**config.mk**
```make
export PLATFORM = sky130hd
export DESIGN_NAME = mem_wb_pipe_reg
export DESIGN_NICKNAME = d
export VERILOG_FILES = /design/src/rtl/mem_wb_pkg.sv /design/src/rtl/mem_wb_skid.sv /design/src/rtl/mem_wb_pipe_reg.sv
export SDC_FILE = /design/constraint.sdc
export NUM_CORES = 1
export LEC_CHECK = 0
export BUFFER_PORTS_ARGS = -buffer_cell sky130_fd_sc_hd__clkbuf_2
export CORE_MARGIN = 2
export CORE_UTILIZATION = 40
export CTS_BUF_LIST = sky130_fd_sc_hd__clkbuf_8
export DETAILED_ROUTE_END_ITERATION = 8
export PLACE_DENSITY = 0.79
export SLEW_MARGIN = 10
export SYNTH_ARGS = -nofsm -noshare
export SYNTH_HDL_FRONTEND = slang
export SYNTH_HIERARCHICAL = 1
export SYNTH_SLANG_ARGS = --single-unit
```
**constraint.sdc**
```tcl
create_clock -name clk -period 1.2 [get_ports clk]
set_input_delay 0.06 -clock clk [delete_from_list [all_inputs] [get_ports clk]]
set_output_delay 0.06 -clock clk [all_outputs]
set_load 0.02 [all_outputs]
```
**src/rtl/mem_wb_pkg.sv**
```systemverilog
// ============================================================================
// Module  : mem_wb_pkg
// Purpose : Shared types and default widths for the MEM->WB pipeline register.
// Rev     : 1.0  initial release
// ============================================================================
`default_nettype none

package mem_wb_pkg;

    localparam int DATA_W     = 32;
    localparam int REG_ADDR_W = 5;
    localparam int PC_W       = 32;

    typedef struct packed {
        logic                  wb_en;
        logic                  mem_r_en;
        logic [DATA_W-1:0]     alu_result;
        logic [DATA_W-1:0]     mem_read_value;
        logic [REG_ADDR_W-1:0] dest;
        logic [PC_W-1:0]       pc;
    } mem_wb_payload_t;

    // Packed payload width for arbitrary parameterisations of the stage.
    function automatic int payload_width(input int data_w, input int reg_w, input int pc_w);
        return 2 + 2 * data_w + reg_w + pc_w;
    endfunction

endpackage

`default_nettype wire

```
**src/rtl/mem_wb_skid.sv**
```systemverilog
// ============================================================================
// Module  : mem_wb_skid
// Purpose : Generic valid/ready payload register with flush; two-entry skid
//           form when MEM_WB_SKID_EN is defined, single register otherwise.
// Rev     : 1.0  initial release
// ============================================================================
`default_nettype none

module mem_wb_skid #(
    parameter int WIDTH = 8
) (
    input  logic             clk,
    input  logic             rst,
    input  logic             flush,
    input  logic             in_valid,
    output logic             in_ready,
    input  logic [WIDTH-1:0] in_data,
    output logic             out_valid,
    input  logic             out_ready,
    output logic [WIDTH-1:0] out_data
);

    logic             r_head_valid;
    logic [WIDTH-1:0] r_head_data;
    logic             w_head_free;
    logic             w_accept;

    assign w_head_free = !r_head_valid || out_ready;

`ifdef MEM_WB_SKID_EN
    logic             r_skid_valid;
    logic [WIDTH-1:0] r_skid_data;

    // Depends only on state, so WB backpressure never reaches MEM combinationally.
    assign in_ready = !r_skid_valid && !rst;
    assign w_accept = in_valid && in_ready;

    always_ff @(posedge clk) begin
        if (rst) begin
            r_head_valid <= 1'b0;
            r_head_data  <= '0;
            r_skid_valid <= 1'b0;
            r_skid_data  <= '0;
        end else if (flush) begin
            r_head_valid <= 1'b0;
            r_skid_valid <= 1'b0;
        end else if (w_head_free) begin
            if (r_skid_valid) begin
                r_head_valid <= 1'b1;
                r_head_data  <= r_skid_data;
                r_skid_valid <= 1'b0;
            end else if (w_accept) begin
                r_head_valid <= 1'b1;
                r_head_data  <= in_data;
            end else begin
                r_head_valid <= 1'b0;
            end
        end else if (w_accept) begin
            r_skid_valid <= 1'b1;
            r_skid_data  <= in_data;
        end
    end
`else
    assign in_ready = w_head_free && !rst;
    assign w_accept = in_valid && in_ready;

    always_ff @(posedge clk) begin
        if (rst) begin
            r_head_valid <= 1'b0;
            r_head_data  <= '0;
        end else if (flush) begin
            r_head_valid <= 1'b0;
        end else if (w_head_free) begin
            if (w_accept) begin
                r_head_valid <= 1'b1;
                r_head_data  <= in_data;
            end else begin
                r_head_valid <= 1'b0;
            end
        end
    end
`endif

    assign out_valid = r_head_valid;
    assign out_data  = r_head_data;

endmodule

`default_nettype wire

```
**src/rtl/mem_wb_pipe_reg.sv**
```systemverilog
// ============================================================================
// Module  : mem_wb_pipe_reg
// Purpose : MEM->WB stage register with handshake, flush, write-back mux and
//           forwarding tap. Optional skid buffer via MEM_WB_SKID_EN.
// Rev     : 1.0  initial release
// ============================================================================
`default_nettype none

module mem_wb_pipe_reg #(
    parameter int DATA_W     = mem_wb_pkg::DATA_W,
    parameter int REG_ADDR_W = mem_wb_pkg::REG_ADDR_W,
    parameter int PC_W       = mem_wb_pkg::PC_W
) (
    input  logic                  clk,
    input  logic                  rst,
    input  logic                  flush,
    input  logic                  in_valid,
    output logic                  in_ready,
    input  logic                  WB_en_in,
    input  logic                  MEM_R_EN_in,
    input  logic [DATA_W-1:0]     ALU_result_in,
    input  logic [DATA_W-1:0]     MEM_read_value_in,
    input  logic [REG_ADDR_W-1:0] Dest_in,
    input  logic [PC_W-1:0]       PC_in,
    output logic                  out_valid,
    input  logic                  out_ready,
    output logic                  WB_en,
    output logic                  MEM_R_EN,
    output logic [DATA_W-1:0]     ALU_result,
    output logic [DATA_W-1:0]     MEM_read_value,
    output logic [REG_ADDR_W-1:0] Dest,
    output logic [PC_W-1:0]       PC,
    output logic [DATA_W-1:0]     wb_data,
    output logic                  wb_we,
    output logic                  fwd_en,
    output logic [REG_ADDR_W-1:0] fwd_dest,
    output logic [DATA_W-1:0]     fwd_data
);

    import mem_wb_pkg::*;

    localparam int c_PAY_W = payload_width(DATA_W, REG_ADDR_W, PC_W);

    logic [c_PAY_W-1:0] w_in_pay;
    logic [c_PAY_W-1:0] w_head_pay;

    assign w_in_pay = {WB_en_in, MEM_R_EN_in, ALU_result_in, MEM_read_value_in, Dest_in, PC_in};

    mem_wb_skid #(
        .WIDTH (c_PAY_W)
    ) u_buf (
        .clk       (clk),
        .rst       (rst),
        .flush     (flush),
        .in_valid  (in_valid),
        .in_ready  (in_ready),
        .in_data   (w_in_pay),
        .out_valid (out_valid),
        .out_ready (out_ready),
        .out_data  (w_head_pay)
    );

    assign {WB_en, MEM_R_EN, ALU_result, MEM_read_value, Dest, PC} = w_head_pay;

    assign wb_data  = MEM_R_EN ? MEM_read_value : ALU_result;
    assign wb_we    = out_valid && out_ready && WB_en;
    assign fwd_en   = out_valid && WB_en;
    assign fwd_dest = Dest;
    assign fwd_data = wb_data;

endmodule

`default_nettype wire

```
# Word-level counts from Yosys, hierarchy flattened
# Cells that the tools add are included.
dict set report classes {
  mux 2
  bitwise_logic 1
  reduce_logical 10
}
# cell n
set op_table {}
lappend op_table {{32-bit 2-to-1 mux} 1}
lappend op_table {{1-bit logical AND} 5}
lappend op_table {{3-bit AND reduction} 1}
lappend op_table {{1-bit zero test} 2}
lappend op_table {{2-bit OR reduction} 1}
lappend op_table {{1-bit logical OR} 1}
lappend op_table {{1-bit 2-to-1 mux} 1}
lappend op_table {{1-bit inverter} 1}
dict set report word_totals {
  register_bits 104
  inputBits 108
  out_inout_bits 176
  wordCells 15
}

# Longest topological paths before layout
dict set report depth {
  ltp_word 5
  ltp_mapped 6
  ltp_nobuf 3
}

# By module
# The synthesis kept the hierarchy.
# module instances cells_per_inst area_each_um2 seq_area_each_um2
set by_module_without_submodules {}
lappend by_module_without_submodules {mem_wb_skid 1 476 4475.5 2082.0}
lappend by_module_without_submodules {mem_wb_pipe_reg 1 75 834.6 0.0}

# Worst setup path after synthesis
# OpenSTA, ideal clock, no wires.
dict set report synth_timing {
  path_kind {register -> register}
  startpoint {register u_buf.r_head_valid, in the netlist u_buf/out_valid}
  endpoint {register u_buf.r_head_data[86], in the netlist u_buf/out_data[86]}
  t_arrival_ns 1.251
  t_required_ns 1.084
  slack_ns -0.168
  path_stages_with_launch 6
  path_buffers 3
  path_cell_list {dfxtp_1 -> nand2b_1 -> buf_2 -> buf_4 -> clkbuf_1 -> a31o_2}
}
dict set report synth_between {
  elab_chain_cells 5
}
# element line_no
set synth_rtl {}
lappend synth_rtl {{start: declaration} mem_wb_skid.sv:23} ;# logic r_head_valid;
lappend synth_rtl {{start signal: assignment} mem_wb_skid.sv:69} ;# r_head_valid <= 1'b0;
lappend synth_rtl {{start signal: assignment} mem_wb_skid.sv:72} ;# r_head_valid <= 1'b0;
lappend synth_rtl {{start signal: assignment} mem_wb_skid.sv:75} ;# r_head_valid <= 1'b1;
lappend synth_rtl {{1-bit zero test *} mem_wb_skid.sv:28} ;# assign w_head_free = !r_head_valid || out_ready;
lappend synth_rtl {{1-bit logical OR *} mem_wb_skid.sv:28}
lappend synth_rtl {{1-bit logical AND} mem_wb_skid.sv:64} ;# assign in_ready = w_head_free && !rst;
lappend synth_rtl {{1-bit logical AND} mem_wb_skid.sv:65} ;# assign w_accept = in_valid && in_ready;
lappend synth_rtl {{3-bit AND reduction (no source line) *} --}
lappend synth_rtl {{end signal: assignment} mem_wb_skid.sv:76} ;# r_head_data <= in_data;
lappend synth_rtl {{end: declaration} mem_wb_skid.sv:24} ;# logic [WIDTH-1:0] r_head_data;
# Mark *: on every way between the ends. The rest lies on a longest branch, timed or not.
# A chain may end at the register's enable or synchronous reset.

# Final worst setup path
dict set report layout_timing {
  startpoint {register u_buf.r_head_data[101], in the netlist u_buf/out_data[101]}
  endpoint {output port wb_data[14]}
}
dict set report layout_between {
  elab_chain_cells 1
}
# element line_no
set layout_rtl {}
lappend layout_rtl {{32-bit 2-to-1 mux} mem_wb_pipe_reg.sv:65} ;# assign wb_data = MEM_R_EN ? MEM_read_value : ALU_result;
lappend layout_rtl {{end: declaration} mem_wb_pipe_reg.sv:33} ;# output logic [DATA_W-1:0] wb_data,
# No other way between the ends.

==> results.toml <==
[timing]
min_period_ns = 1.56
hold_violations = 0
fin_tns_setup_ns = -31.59
fin_ws_ns = -0.363
clock.fmax_mhz = 640
tightestPinTransition_ns = 0.266
rsz0062_at_grt = "true"
relSlewSlack_pct = 82.2
setup_violations = 170
finalMaxSlewViolations = 0
finClkSkew_ns = 0.00522
period_share_pct = 130

[worst_setup_path]
crit_cells = 3
regToRegSetupSlack_ns = -0.19
cp_num_buf_inv = 2
crit_start = "u_buf/out_data[101]$_SDFFE_PP0P_"
cpMaxStageDelayCell = "dfxtp_4"
cpPeakStageDelay_ns = 0.42
reg2reg_to = "u_buf/out_data[56]$_SDFFE_PP0P_"
r2r_cells = 7
cp_data_arrival_time_ns = 1.50
endpoint = "wb_data[14]"
path_class = "reg2out"
crit_chain = "buf_12 -> mux2_4 -> clkbuf_2"
r2r_start = "u_buf/out_valid$_SDFFE_PP0P_"
worstPathRequired_ns = 1.14
start_kind = "flip-flop"
crit_path_end_kind = "primary output"
cp_top_family = "flip-flops"
crit_path_max_fanout = 16

[synth]
synth_top_area_share_pct = 39.2
synth.area.top_cells = "dfxtp_1 (39%), nand2b_1 (12%), a31o_2 (10%), a21oi_1 (9.7%), mux2_4 (8.5%)"
yosysTopAreaCell = "dfxtp_1"
ys.warnings.count = 6
synth_nets = 659
syn_area_per_cell_sq_um = 9.64
synth.distinct_cells = 18
syn_inst = 551
synth_seq_cells = 104
yosysSeqAreaShare_pct = 39.2
syn-cell-area_sq_um = 5310

[route]
routed_wl_microns = 22100
wl_per_cell_microns = 20.0
vias_per_cell = 5.39
num_vias = 5947
drt_iter0_markers = 552
ant_nets = 0
firstDrtPassIters = 7
drc_errors = 0

[clock_tree]
cts_buffer_depth = 2
cts-htree-levels = 3
tritoncts = "built"
clk_transition_reported_paths_ns = 0.09
clock_sinks = 104
clockRootBuffer = "clkbuf_8"
clk_latency_ns = 0.38
cts_made_buffers = 9

[status]
status = "complete, but fails checks"
violations = "negative setup slack"

[placement]
hpwlAfterDp_microns = 10300
place_inst = 951
io_buffers = 283
gp_congestion = 0.757

[power]
power_frac_clock_pct = 28.2
seqPwrFrac_pct = 44.0
switchingPower_uw = 2650
p_comb_share_pct = 27.9
swShare_pct = 30.6
power.internal_uw = 6000
power_density_nw_per_um2 = 934
vdd_drop_max_v = 0.000590
leakagePower_uw = 0.00422

[final_layout]
area_growth_pct = 74.4
n_fill_cell = 824
instances_no_fill = 1104
layout.nets = 1030
drive_above_1_share_pct = 60.7

[floorplanning]
die_area_sq_um = 14200
rows = 42
core_area_sq_um = 13100
start_util_pct = 40.6
die_h_microns = 119
ioPinCount = 284
die_w_microns = 119

[global_routing]
grt_use_total_pct = 23.1
grt_pass1_vias = 5127
grt_max_degree = 58
grt_remaining_overflow = 0
grt_pass1_wl_microns = 26300
antenna_found_initial = 1

[min_path]
hold_path.class = "in2reg"

[run]
drv_cap = 0
==> registers in the layout, indices dropped and copies added (netlist names) <==
name	cells
u_buf/out_valid	1
u_buf/out_data	103
==> per-layer routing <==
metal / vias to the layer above / share of wire, % / global-route usage [%]
met4: 0 / 5.0 / 10.3
met3: 99 / 7.3 / 4.98
met2: 364 / 50 / 41.5
met1: 2810 / 38 / 26.2
li1: 2674 / - / -
met5: - / 0 / 0
==> how the worst min path moves through the flow <==
stage	startpoint	to	slack, ns	cells after the start
after floorplan	flush	u_buf/out_valid$_SDFFE_PP0P_	0.13	1
after global placement	ALU_result_in[0]	u_buf/out_data[69]$_SDFFE_PP0P_	0.28	2
after detailed placement	MEM_read_value_in[30]	u_buf/out_data[67]$_SDFFE_PP0P_	0.28	2
after CTS	out_ready	u_buf/out_valid$_SDFFE_PP0P_	0.12	5
after global routing	out_ready	u_buf/out_valid$_SDFFE_PP0P_	0.29	6
final	out_ready	u_buf/out_valid$_SDFFE_PP0P_	0.29	6
==> metrics by stage <==
step	setup slack (ns)	total power [uW]	hold WS, ns	util (%)	instance area [sq um]
after global routing	-0.385	8930	0.295	70.8	9260
after CTS	-0.364	8300	0.116	63.5	8310
after detailed placement	-0.0566	5600	0.282	51.6	6760
final	-0.363	8650	0.292	70.8	9260
after global placement	-0.0282	5580	0.278	51.6	6760
after floorplan	0.000825	5090	0.129	-	5490
==> worst min-delay path: stages <==
cell and delay (ns):
clkbuf_2 0.14, nor2b_4 0.06, buf_4 0.12, buf_4 0.12
nor2_1 0.09, nor3_1 0.05
==> synth_stat cells, drive strengths merged <==
cell,n
and3,1
nor3b,1
nor2b,1
nor2,2
clkbuf,24
nand2b,104
a21oi,103
dfxtp,104
and2,1
buf,74
a31o,103
mux2,32
nor3,1
==> kinds of logic (layout without fill, tap and decap cells) <==
group | count (synthesis) | count (layout) | share of synthesized area (%)
compound gates | 206 | 206 | 26.7
buf+inv | 98 | 474 | 12.1
flops | 104 | 104 | 39.2
mux | 32 | 32 | 8.91
other cells | 0 | 1 | 0
simple gates | 111 | 111 | 13.1
==> layout by cell type (no fill, tap or decap), types with 2 or more instances in the layout <==
cell	Yosys	layout
a21oi_1	103	11
a21oi_2	0	83
a21oi_4	0	9
a31o_1	40	40
a31o_2	63	55
a31o_4	0	8
buf_12	3	15
buf_16	0	2
buf_2	25	20
buf_4	40	24
buf_6	6	11
buf_8	0	15
clkbuf_16	0	13
clkbuf_2	0	252
clkbuf_8	0	13
dfxtp_1	104	102
dfxtp_4	0	2
dlygate4sd3_1	0	105
mux2_2	2	2
mux2_4	30	30
nand2b_1	104	103
==> power groups by stage <==
stage               Combinational [uW]  Sequential, uW  Clock, uW
global route                      2510            3820       2600
global placement                  1720            3860          0
floorplan                         1020            4070          0
finish                            2410            3800       2440
CTS                               2080            3780       2440
detailed placement                1740            3870          0
==> layout make-up <==
type | instances | area, sq um | share of cell area, %
repair buffers | 458 | 3630 | 39.2
clock inverters | 3 | 38.8 | 0.419
flip-flops and latches | 104 | 2090 | 22.6
clock buffers | 13 | 179 | 1.93
well taps | 176 | 220 | 2.38
diodes | 1 | 2.50 | 0.0270
multi-input cells | 349 | 3100 | 33.5
==> timing repair <==
item | CTS | global route
buffers inserted | 8 | 7
hold endpoints to repair | 104 | 0
hold buffers | 105 | 0
setup endpoints to repair | 70 | 170
gates cloned | 3 | 16
pin swaps | 11 | 12
gates resized for setup | 29 | 173
No activity file was read; power rests on OpenSTA's default activity.
